==> src/rtl/pkt_rr_arbiter_pkg.sv <==
// Shared widths, frame-tracking state encoding and the framing rule for packet streams.
// A word carrying any non-zero ctrl bit marks a packet boundary (start or end).
package pkt_rr_arbiter_pkg;

    localparam int unsigned PKT_DATA_W = 64;
    localparam int unsigned PKT_CTRL_W = 8;
    localparam int unsigned PKT_CNT_W  = 16;
    localparam int unsigned CTRL_MAX_W = 32;

    typedef enum logic [1:0] {
        ST_IDLE = 2'd0,
        ST_HDR  = 2'd1,
        ST_BODY = 2'd2
    } frame_state_e;

    // Callers zero-extend their ctrl field; zero-extension does not change the OR.
    function automatic logic is_ctrl_word(input logic [CTRL_MAX_W-1:0] ctrl);
        return |ctrl;
    endfunction

endpackage

==> src/rtl/pkt_frame_tracker.sv <==
// Follows one stream's accepted words through header and body, flags the packet end
// and latches a sticky error when a header-phase word arrives with ctrl==0 before any start word.
module pkt_frame_tracker
    import pkt_rr_arbiter_pkg::*;
#(
    parameter int unsigned CTRL_WIDTH = PKT_CTRL_W
) (
    input  logic                  clk,
    input  logic                  rst,
    input  logic                  i_start,
    input  logic                  i_valid,
    input  logic [CTRL_WIDTH-1:0] i_ctrl,
    output frame_state_e          o_state,
    output logic                  o_pkt_end_c,
    output logic                  o_frame_err
);

    logic         w_is_ctrl;
    frame_state_e r_state;
    logic         r_start_seen;
    logic         r_frame_err;

    assign w_is_ctrl   = is_ctrl_word(CTRL_MAX_W'(i_ctrl));
    assign o_pkt_end_c = (r_state == ST_BODY) & i_valid & w_is_ctrl;
    assign o_state     = r_state;
    assign o_frame_err = r_frame_err;

    always_ff @(posedge clk) begin
        if (rst) begin
            r_state      <= ST_IDLE;
            r_start_seen <= 1'b0;
            r_frame_err  <= 1'b0;
        end else begin
            case (r_state)
                ST_IDLE: begin
                    if (i_start) begin
                        r_state      <= ST_HDR;
                        r_start_seen <= 1'b0;
                    end
                end
                ST_HDR: begin
                    if (i_valid) begin
                        if (w_is_ctrl) begin
                            r_start_seen <= 1'b1;
                        end else if (r_start_seen) begin
                            r_state <= ST_BODY;
                        end else begin
                            r_frame_err <= 1'b1;
                        end
                    end
                end
                ST_BODY: begin
                    if (i_valid && w_is_ctrl) begin
                        r_state <= ST_IDLE;
                    end
                end
                default: r_state <= ST_IDLE;
            endcase
        end
    end

endmodule

==> src/rtl/pkt_rr_arbiter.sv <==
// Two-input packet-granular round-robin arbiter: the grant is held for a whole packet,
// the merged stream is registered, and completed packets are counted per input.
module pkt_rr_arbiter
    import pkt_rr_arbiter_pkg::*;
#(
    parameter int unsigned DATA_WIDTH = PKT_DATA_W,
    parameter int unsigned CTRL_WIDTH = PKT_CTRL_W,
    parameter int unsigned CNT_WIDTH  = PKT_CNT_W
) (
    input  logic                  clk,
    input  logic                  rst,
    input  logic                  in0_req,
    input  logic [DATA_WIDTH-1:0] in0_data,
    input  logic [CTRL_WIDTH-1:0] in0_ctrl,
    input  logic                  in0_wr,
    output logic                  in0_rdy,
    input  logic                  in1_req,
    input  logic [DATA_WIDTH-1:0] in1_data,
    input  logic [CTRL_WIDTH-1:0] in1_ctrl,
    input  logic                  in1_wr,
    output logic                  in1_rdy,
    output logic [DATA_WIDTH-1:0] out_data,
    output logic [CTRL_WIDTH-1:0] out_ctrl,
    output logic                  out_wr,
    input  logic                  out_rdy,
    output logic [CNT_WIDTH-1:0]  pkt_cnt0,
    output logic [CNT_WIDTH-1:0]  pkt_cnt1,
    output logic [1:0]            grant,
    output logic                  frame_err
);

    logic                  w_acc0;
    logic                  w_acc1;
    logic                  w_acc;
    logic                  w_start;
    logic                  w_pkt_end;
    logic [DATA_WIDTH-1:0] w_sel_data;
    logic [CTRL_WIDTH-1:0] w_sel_ctrl;
    frame_state_e          w_state;

    logic [1:0]            r_grant;
    logic                  r_prio;
    logic [CNT_WIDTH-1:0]  r_cnt0;
    logic [CNT_WIDTH-1:0]  r_cnt1;
    logic                  r_out_wr;
    logic [DATA_WIDTH-1:0] r_out_data;
    logic [CTRL_WIDTH-1:0] r_out_ctrl;

    // Only the owner may write, and only while downstream can take the word.
    assign in0_rdy    = r_grant[0] & out_rdy;
    assign in1_rdy    = r_grant[1] & out_rdy;
    assign w_acc0     = in0_wr & in0_rdy;
    assign w_acc1     = in1_wr & in1_rdy;
    assign w_acc      = w_acc0 | w_acc1;
    assign w_sel_data = r_grant[1] ? in1_data : in0_data;
    assign w_sel_ctrl = r_grant[1] ? in1_ctrl : in0_ctrl;
    assign w_start    = (w_state == ST_IDLE) & (in0_req | in1_req);

    pkt_frame_tracker #(
        .CTRL_WIDTH (CTRL_WIDTH)
    ) u_frame (
        .clk         (clk),
        .rst         (rst),
        .i_start     (w_start),
        .i_valid     (w_acc),
        .i_ctrl      (w_sel_ctrl),
        .o_state     (w_state),
        .o_pkt_end_c (w_pkt_end),
        .o_frame_err (frame_err)
    );

    // Arbitration happens only between packets; the finishing owner hands priority over.
    always_ff @(posedge clk) begin
        if (rst) begin
            r_grant <= 2'b00;
            r_prio  <= 1'b0;
            r_cnt0  <= '0;
            r_cnt1  <= '0;
        end else if (w_start) begin
            if (in0_req && (!in1_req || !r_prio)) begin
                r_grant <= 2'b01;
            end else begin
                r_grant <= 2'b10;
            end
        end else if (w_pkt_end) begin
            r_grant <= 2'b00;
            r_prio  <= r_grant[0];
            if (r_grant[0]) begin
                r_cnt0 <= r_cnt0 + CNT_WIDTH'(1);
            end else begin
                r_cnt1 <= r_cnt1 + CNT_WIDTH'(1);
            end
        end
    end

    always_ff @(posedge clk) begin
        if (rst) begin
            r_out_wr   <= 1'b0;
            r_out_data <= '0;
            r_out_ctrl <= '0;
        end else begin
            r_out_wr <= w_acc;
            if (w_acc) begin
                r_out_data <= w_sel_data;
                r_out_ctrl <= w_sel_ctrl;
            end
        end
    end

    assign out_wr   = r_out_wr;
    assign out_data = r_out_data;
    assign out_ctrl = r_out_ctrl;
    assign pkt_cnt0 = r_cnt0;
    assign pkt_cnt1 = r_cnt1;
    assign grant    = r_grant;

endmodule
==> config.mk <==
export PLATFORM = sky130hd
export DESIGN_NAME = pkt_rr_arbiter
export DESIGN_NICKNAME = d
export VERILOG_FILES = /design/src/rtl/pkt_rr_arbiter_pkg.sv /design/src/rtl/pkt_frame_tracker.sv /design/src/rtl/pkt_rr_arbiter.sv
export SDC_FILE = /design/constraint.sdc
export NUM_CORES = 1
export LEC_CHECK = 0
export ABC_CLOCK_PERIOD_IN_PS = 2800
export BUFFER_PORTS_ARGS = -buffer_cell sky130_fd_sc_hd__buf_4
export CAP_MARGIN = 20
export CORE_MARGIN = 2
export CORE_UTILIZATION = 46
export DETAILED_ROUTE_END_ITERATION = 6
export HOLD_SLACK_MARGIN = 0.1
export PLACE_DENSITY_LB_ADDON = 0.15
export SETUP_SLACK_MARGIN = 0.05
export SLEW_MARGIN = 25
export SYNTH_ARGS = -nofsm -noshare
export SYNTH_HDL_FRONTEND = slang
export SYNTH_SLANG_ARGS = --single-unit
export TNS_END_PERCENT = 50
==> constraint.sdc <==
create_clock -name clk -period 2.8 [get_ports clk]
set_clock_uncertainty 0.15 [all_clocks]
set_input_delay 0.42 -clock clk [delete_from_list [all_inputs] [get_ports clk]]
set_output_delay 0.42 -clock clk [all_outputs]
set_load 0.01 [all_outputs]
==> impl_results.html <==
<table>
<tr><th>Metric</th><th>Value</th></tr>
<tr><th colspan="2">Run status</th></tr>
<tr><td>Result of the run</td><td>finished clean</td></tr>
<tr><th colspan="2">Min path</th></tr>
<tr><td>End point of the most critical hold path</td><td>grant[1]</td></tr>
<tr><td>Hold crit path type</td><td>primary input to flop</td></tr>
<tr><td>Min-Delay Path Depth</td><td>3</td></tr>
<tr><td>Startpoint of the most critical hold path</td><td>in1_req</td></tr>
<tr><th colspan="2">STA</th></tr>
<tr><td>Achievable clock frequency</td><td>0.4309 GHz</td></tr>
<tr><td>Period utilization</td><td>82.88%</td></tr>
<tr><td>Minimum setup slack in the final design</td><td>479.3 ps</td></tr>
<tr><td>Setup-failing EPs final</td><td>0</td></tr>
<tr><td>Headroom to the max-slew limit</td><td>39.46%</td></tr>
<tr><td>Final hold violation count</td><td>0</td></tr>
<tr><td>Final critical-path required period</td><td>2321 ps</td></tr>
<tr><td>Transition time of the tightest slew-check pin</td><td>908.1 ps</td></tr>
<tr><td>Pins Over Slew Limit</td><td>0</td></tr>
<tr><td>Unrepaired setup endpoints after global routing</td><td>false</td></tr>
<tr><td>Final TNS setup</td><td>0 ps</td></tr>
<tr><th colspan="2">GRT</th></tr>
<tr><td>Number of global-route vias before repair</td><td>4554</td></tr>
<tr><td>Remaining Overflow, GRT</td><td>0</td></tr>
<tr><td>Antenna violations before repair</td><td>0</td></tr>
<tr><td>First-pass GRT wire length</td><td>22.49 mm</td></tr>
<tr><td>Pin count of the biggest net entering global routing</td><td>65</td></tr>
<tr><td>Tot GR Track Use</td><td>24.09%</td></tr>
<tr><th colspan="2">Critical path</th></tr>
<tr><td>Worst setup path class</td><td>flop to flop</td></tr>
<tr><td>Maximum single-stage delay on the critical path</td><td>460 ps</td></tr>
<tr><td>Ordered cell list for the critical path</td><td>a22oi_2, a211oi_2, buf_4, nor2_1, nor4b_1, mux2_2</td></tr>
<tr><td>Worst-path fanout max</td><td>15</td></tr>
<tr><td>Worst flop-to-flop path endpoint</td><td>pkt_cnt0[15]</td></tr>
<tr><td>Flop2flop setup slack</td><td>480 ps</td></tr>
<tr><td>Delay-heaviest family, CP</td><td>compound AO/OA/AOI/OAI gates</td></tr>
<tr><td>Crit path max-delay cell type</td><td>dfxtp_1</td></tr>
<tr><td>Worst r2r path cells</td><td>6</td></tr>
<tr><td>Total buffers and inverters traversed by the critical path</td><td>1</td></tr>
<tr><td>Kind of launch point of the worst setup path</td><td>flop</td></tr>
<tr><td>Required time at the endpoint of the critical path</td><td>2910 ps</td></tr>
<tr><td>Data arrival time of the critical path</td><td>2430 ps</td></tr>
<tr><td>Critical path capture point type</td><td>flop</td></tr>
<tr><td>Worst reg2reg path startpoint</td><td>grant[0]</td></tr>
<tr><th colspan="2">Synthesis</th></tr>
<tr><td>Ys flop type</td><td>dfxtp_1</td></tr>
<tr><td>Synthesized Nets</td><td>702</td></tr>
<tr><td>Mean instance size in the synthesized netlist</td><td>9.178 um^2</td></tr>
<tr><td>Yosys top cell area share</td><td>44.50%</td></tr>
<tr><td>Share of cell area taken by muxes after synthesis</td><td>14.92%</td></tr>
<tr><td>Distinct cell type count after synthesis</td><td>40</td></tr>
<tr><td>Synthesized flop and latch total</td><td>112</td></tr>
<tr><td>Area fraction in compound gates after synthesis</td><td>18.65%</td></tr>
<tr><td>Area fraction in and, or, nand and nor cells after synthesis</td><td>15.10%</td></tr>
<tr><td>List of most frequent post-synthesis cells</td><td>dfxtp_1, nor2_1, mux2i_1</td></tr>
<tr><td>Sequential share of the synthesized area</td><td>44.50%</td></tr>
<tr><td>Number of instances in the synthesized netlist</td><td>549</td></tr>
<tr><td>Area leader, netlist</td><td>dfxtp_1</td></tr>
<tr><td>Number of flops mapped to enable cells by yosys</td><td>0</td></tr>
<tr><td>Post-synthesis adder-cell area fraction</td><td>0.4966%</td></tr>
<tr><td>Synth warnings</td><td>0</td></tr>
<tr><td>Dominant cells by area after synthesis</td><td>dfxtp_1, mux2i_1, a211oi_1</td></tr>
<tr><td>Total standard cell area after synthesis</td><td>5039 um^2</td></tr>
<tr><td>Dominant combinational cell family by area after synthesis</td><td>compound AO/OA/AOI/OAI gates</td></tr>
<tr><td>Most used standard cell by instance count after synthesis</td><td>dfxtp_1</td></tr>
<tr><td>Ys async rst share</td><td>0%</td></tr>
<tr><td>Post-Synth XOR/XNOR Area</td><td>2.607%</td></tr>
<tr><th colspan="2">Placement</th></tr>
<tr><td>Placed wire-length estimate</td><td>11.24 mm</td></tr>
<tr><td>Port buffer count</td><td>260</td></tr>
<tr><td>Cell Area, Placed</td><td>7132 um^2</td></tr>
<tr><td>Setup slack at placement</td><td>249.9 ps</td></tr>
<tr><td>Routability congestion estimate</td><td>0.8367</td></tr>
<tr><th colspan="2">Power</th></tr>
<tr><td>Sw frac</td><td>24.95%</td></tr>
<tr><td>Clk network pwr share</td><td>30.2%</td></tr>
<tr><td>Power share of the sequential group</td><td>52.2%</td></tr>
<tr><td>Largest voltage drop on the vdd net</td><td>0.2517 mV</td></tr>
<tr><td>Combinational Power Share</td><td>17.6%</td></tr>
<tr><td>Switching Power</td><td>807.7 uW</td></tr>
<tr><td>Leakage</td><td>0.002991 uW</td></tr>
<tr><td>Internal power component</td><td>2430 uW</td></tr>
<tr><td>Power per cell area</td><td>441.6 nW/um^2</td></tr>
<tr><th colspan="2">Clocking</th></tr>
<tr><td>Hold buffer count at CTS</td><td>0</td></tr>
<tr><td>H-tree Lvls</td><td>3</td></tr>
<tr><td>TritonCTS Buffers</td><td>9</td></tr>
<tr><td>Clock-pin transition on the worst setup and hold timing paths</td><td>90 ps</td></tr>
<tr><td>Library cell used as clock root buffer</td><td>clkbuf_8</td></tr>
<tr><td>Post-CTS Setup Inserts</td><td>0</td></tr>
<tr><td>Total of cells resized after clock tree synthesis</td><td>0</td></tr>
<tr><td>Sink Count</td><td>112</td></tr>
<tr><td>CTS max path bufs</td><td>2</td></tr>
<tr><td>Worst-Skew Late Latency</td><td>370 ps</td></tr>
<tr><td>CTS tree</td><td>yes</td></tr>
<tr><th colspan="2">Route</th></tr>
<tr><td>Final routed wirelength across all metal layers</td><td>14.69 mm</td></tr>
<tr><td>Wire length per cell</td><td>15.74 um</td></tr>
<tr><td>Drc violations</td><td>0</td></tr>
<tr><td>Detail Route Antenna Nets</td><td>0</td></tr>
<tr><td>Via density per instance</td><td>5.205</td></tr>
<tr><td>Vias after detailed routing</td><td>4856</td></tr>
<tr><td>DR pass1 iterations</td><td>7</td></tr>
<tr><td>Number of DRC markers after the initial detailed-route iteration</td><td>283</td></tr>
<tr><th colspan="2">Die</th></tr>
<tr><td>Initial cell density of the core</td><td>46.89%</td></tr>
<tr><td>Die X-Extent</td><td>108.7 um</td></tr>
<tr><td>Row cnt</td><td>38</td></tr>
<tr><td>Area enclosed by the die boundary</td><td>11810 um^2</td></tr>
<tr><td>Height of the die</td><td>108.7 um</td></tr>
<tr><td># IOs</td><td>261</td></tr>
<tr><td>Total core area</td><td>10750 um^2</td></tr>
<tr><th colspan="2">Run</th></tr>
<tr><td>Max-capacitance violation count</td><td>0</td></tr>
<tr><th colspan="2">Cells and area</th></tr>
<tr><td>Layout cells sized above 1</td><td>36.95%</td></tr>
<tr><td>Final Net Count</td><td>941</td></tr>
<tr><td>Final Util</td><td>68.22%</td></tr>
<tr><td>Final std cell area, no fill</td><td>7331 um^2</td></tr>
<tr><td>Area added between synthesis and finish</td><td>45.49%</td></tr>
<tr><td>Diode count</td><td>0</td></tr>
</table>
kinds of logic (layout without fill, tap and decap cells):
group | count (synthesis) | count (layout)
xor gates and xnor gates | 15 | 15
AOI/OAI and AO/OA | 130 | 130
and+or+nand+nor | 166 | 166
buffers and inverters | 49 | 293
adders and majority gates | 2 | 2
DFF | 112 | 112
muxes | 75 | 75
worst reg2reg max path, cell delays in order, from the launching register on:
cell,delay (ps)
dfxtp_1,460
a22oi_2,190
a211oi_2,290
buf_4,270
nor2_1,90
nor4b_1,380
mux2_2,370
cell usage in the layout, fill, tap and decap left out, types with 10 or more instances in the layout:
cell type	count
nand2_1	10
xor2_1	14
nand3_1	10
nor2_1	100
buf_4	268
a211oi_1	72
clkbuf_8	11
mux2i_1	74
a21oi_1	16
o21ai_0	16
dfxtp_1	111
through the flow:
| stage | power [uW] | std cells | hold WS (ps) |
|---|---|---|---|
| 2_1_floorplan | 1975 | 549 | 293.8 |
| 3_3_place_gp | 2284 | 917 | 307.3 |
| 3_5_place_dp | 2299 | 917 | 327.3 |
| 4_1_cts | 3275 | 933 | 186.3 |
| 5_1_grt | 3395 | 933 | 196.9 |
| 6_report | 3237 | 933 | 203.6 |
cell type report:
cell class                      instances  area [um^2]
Timing Repair Buffer                  271         2072
Fill cell                             922         3415
Multi-Input combinational cell        388         2616
Tap cell                              140        175.2
Inverter                                6        22.52
Clock buffer                           13        158.9
Clock inverter                          3        40.04
Sequential cell                       112         2246
power by group through the flow:
| stage | combinational [uW] | sequential [uW] | clock [uW] |
|---|---|---|---|
| floorplan | 222 | 1750 | 0 |
| global placement | 559 | 1720 | 0 |
| detailed placement | 572 | 1730 | 0 |
| CTS | 575 | 1690 | 1010 |
| global route | 622 | 1700 | 1070 |
| finish | 570 | 1690 | 978 |
metal layers:
| layer | wire (um) | track usage [%] |
|---|---|---|
| met2 | 7348 | 41.83 |
| met4 | 227 | 8.425 |
| met1 | 6027 | 29.69 |
| met3 | 1081 | 4.782 |
| met5 | 0 | 0 |
state kept, by name, indices dropped and copies added (netlist names):
register	flops
u_frame.o_frame_err	1
out_wr	1
pkt_cnt0	16
out_data	64
grant	2
r_prio	1
u_frame.o_state	2
out_ctrl	8
pkt_cnt1	16
u_frame.r_start_seen	1
worst max-delay path by stage:
| stage | slack, ps | startpoint | depth (start not counted) | to |
|---|---|---|---|---|
| after floorplan | 710 | in0_ctrl[6] | 6 | pkt_cnt0[7] |
| after global placement | 300 | in0_ctrl[2] | 7 | pkt_cnt0[1] |
| after detailed placement | 250 | in0_ctrl[2] | 7 | pkt_cnt0[1] |
| after CTS | 460 | grant[0] | 6 | pkt_cnt0[15] |
| after global routing | 280 | grant[0] | 6 | pkt_cnt0[15] |
| final | 480 | grant[0] | 6 | pkt_cnt0[15] |
No activity file was read; power rests on OpenSTA's default activity.
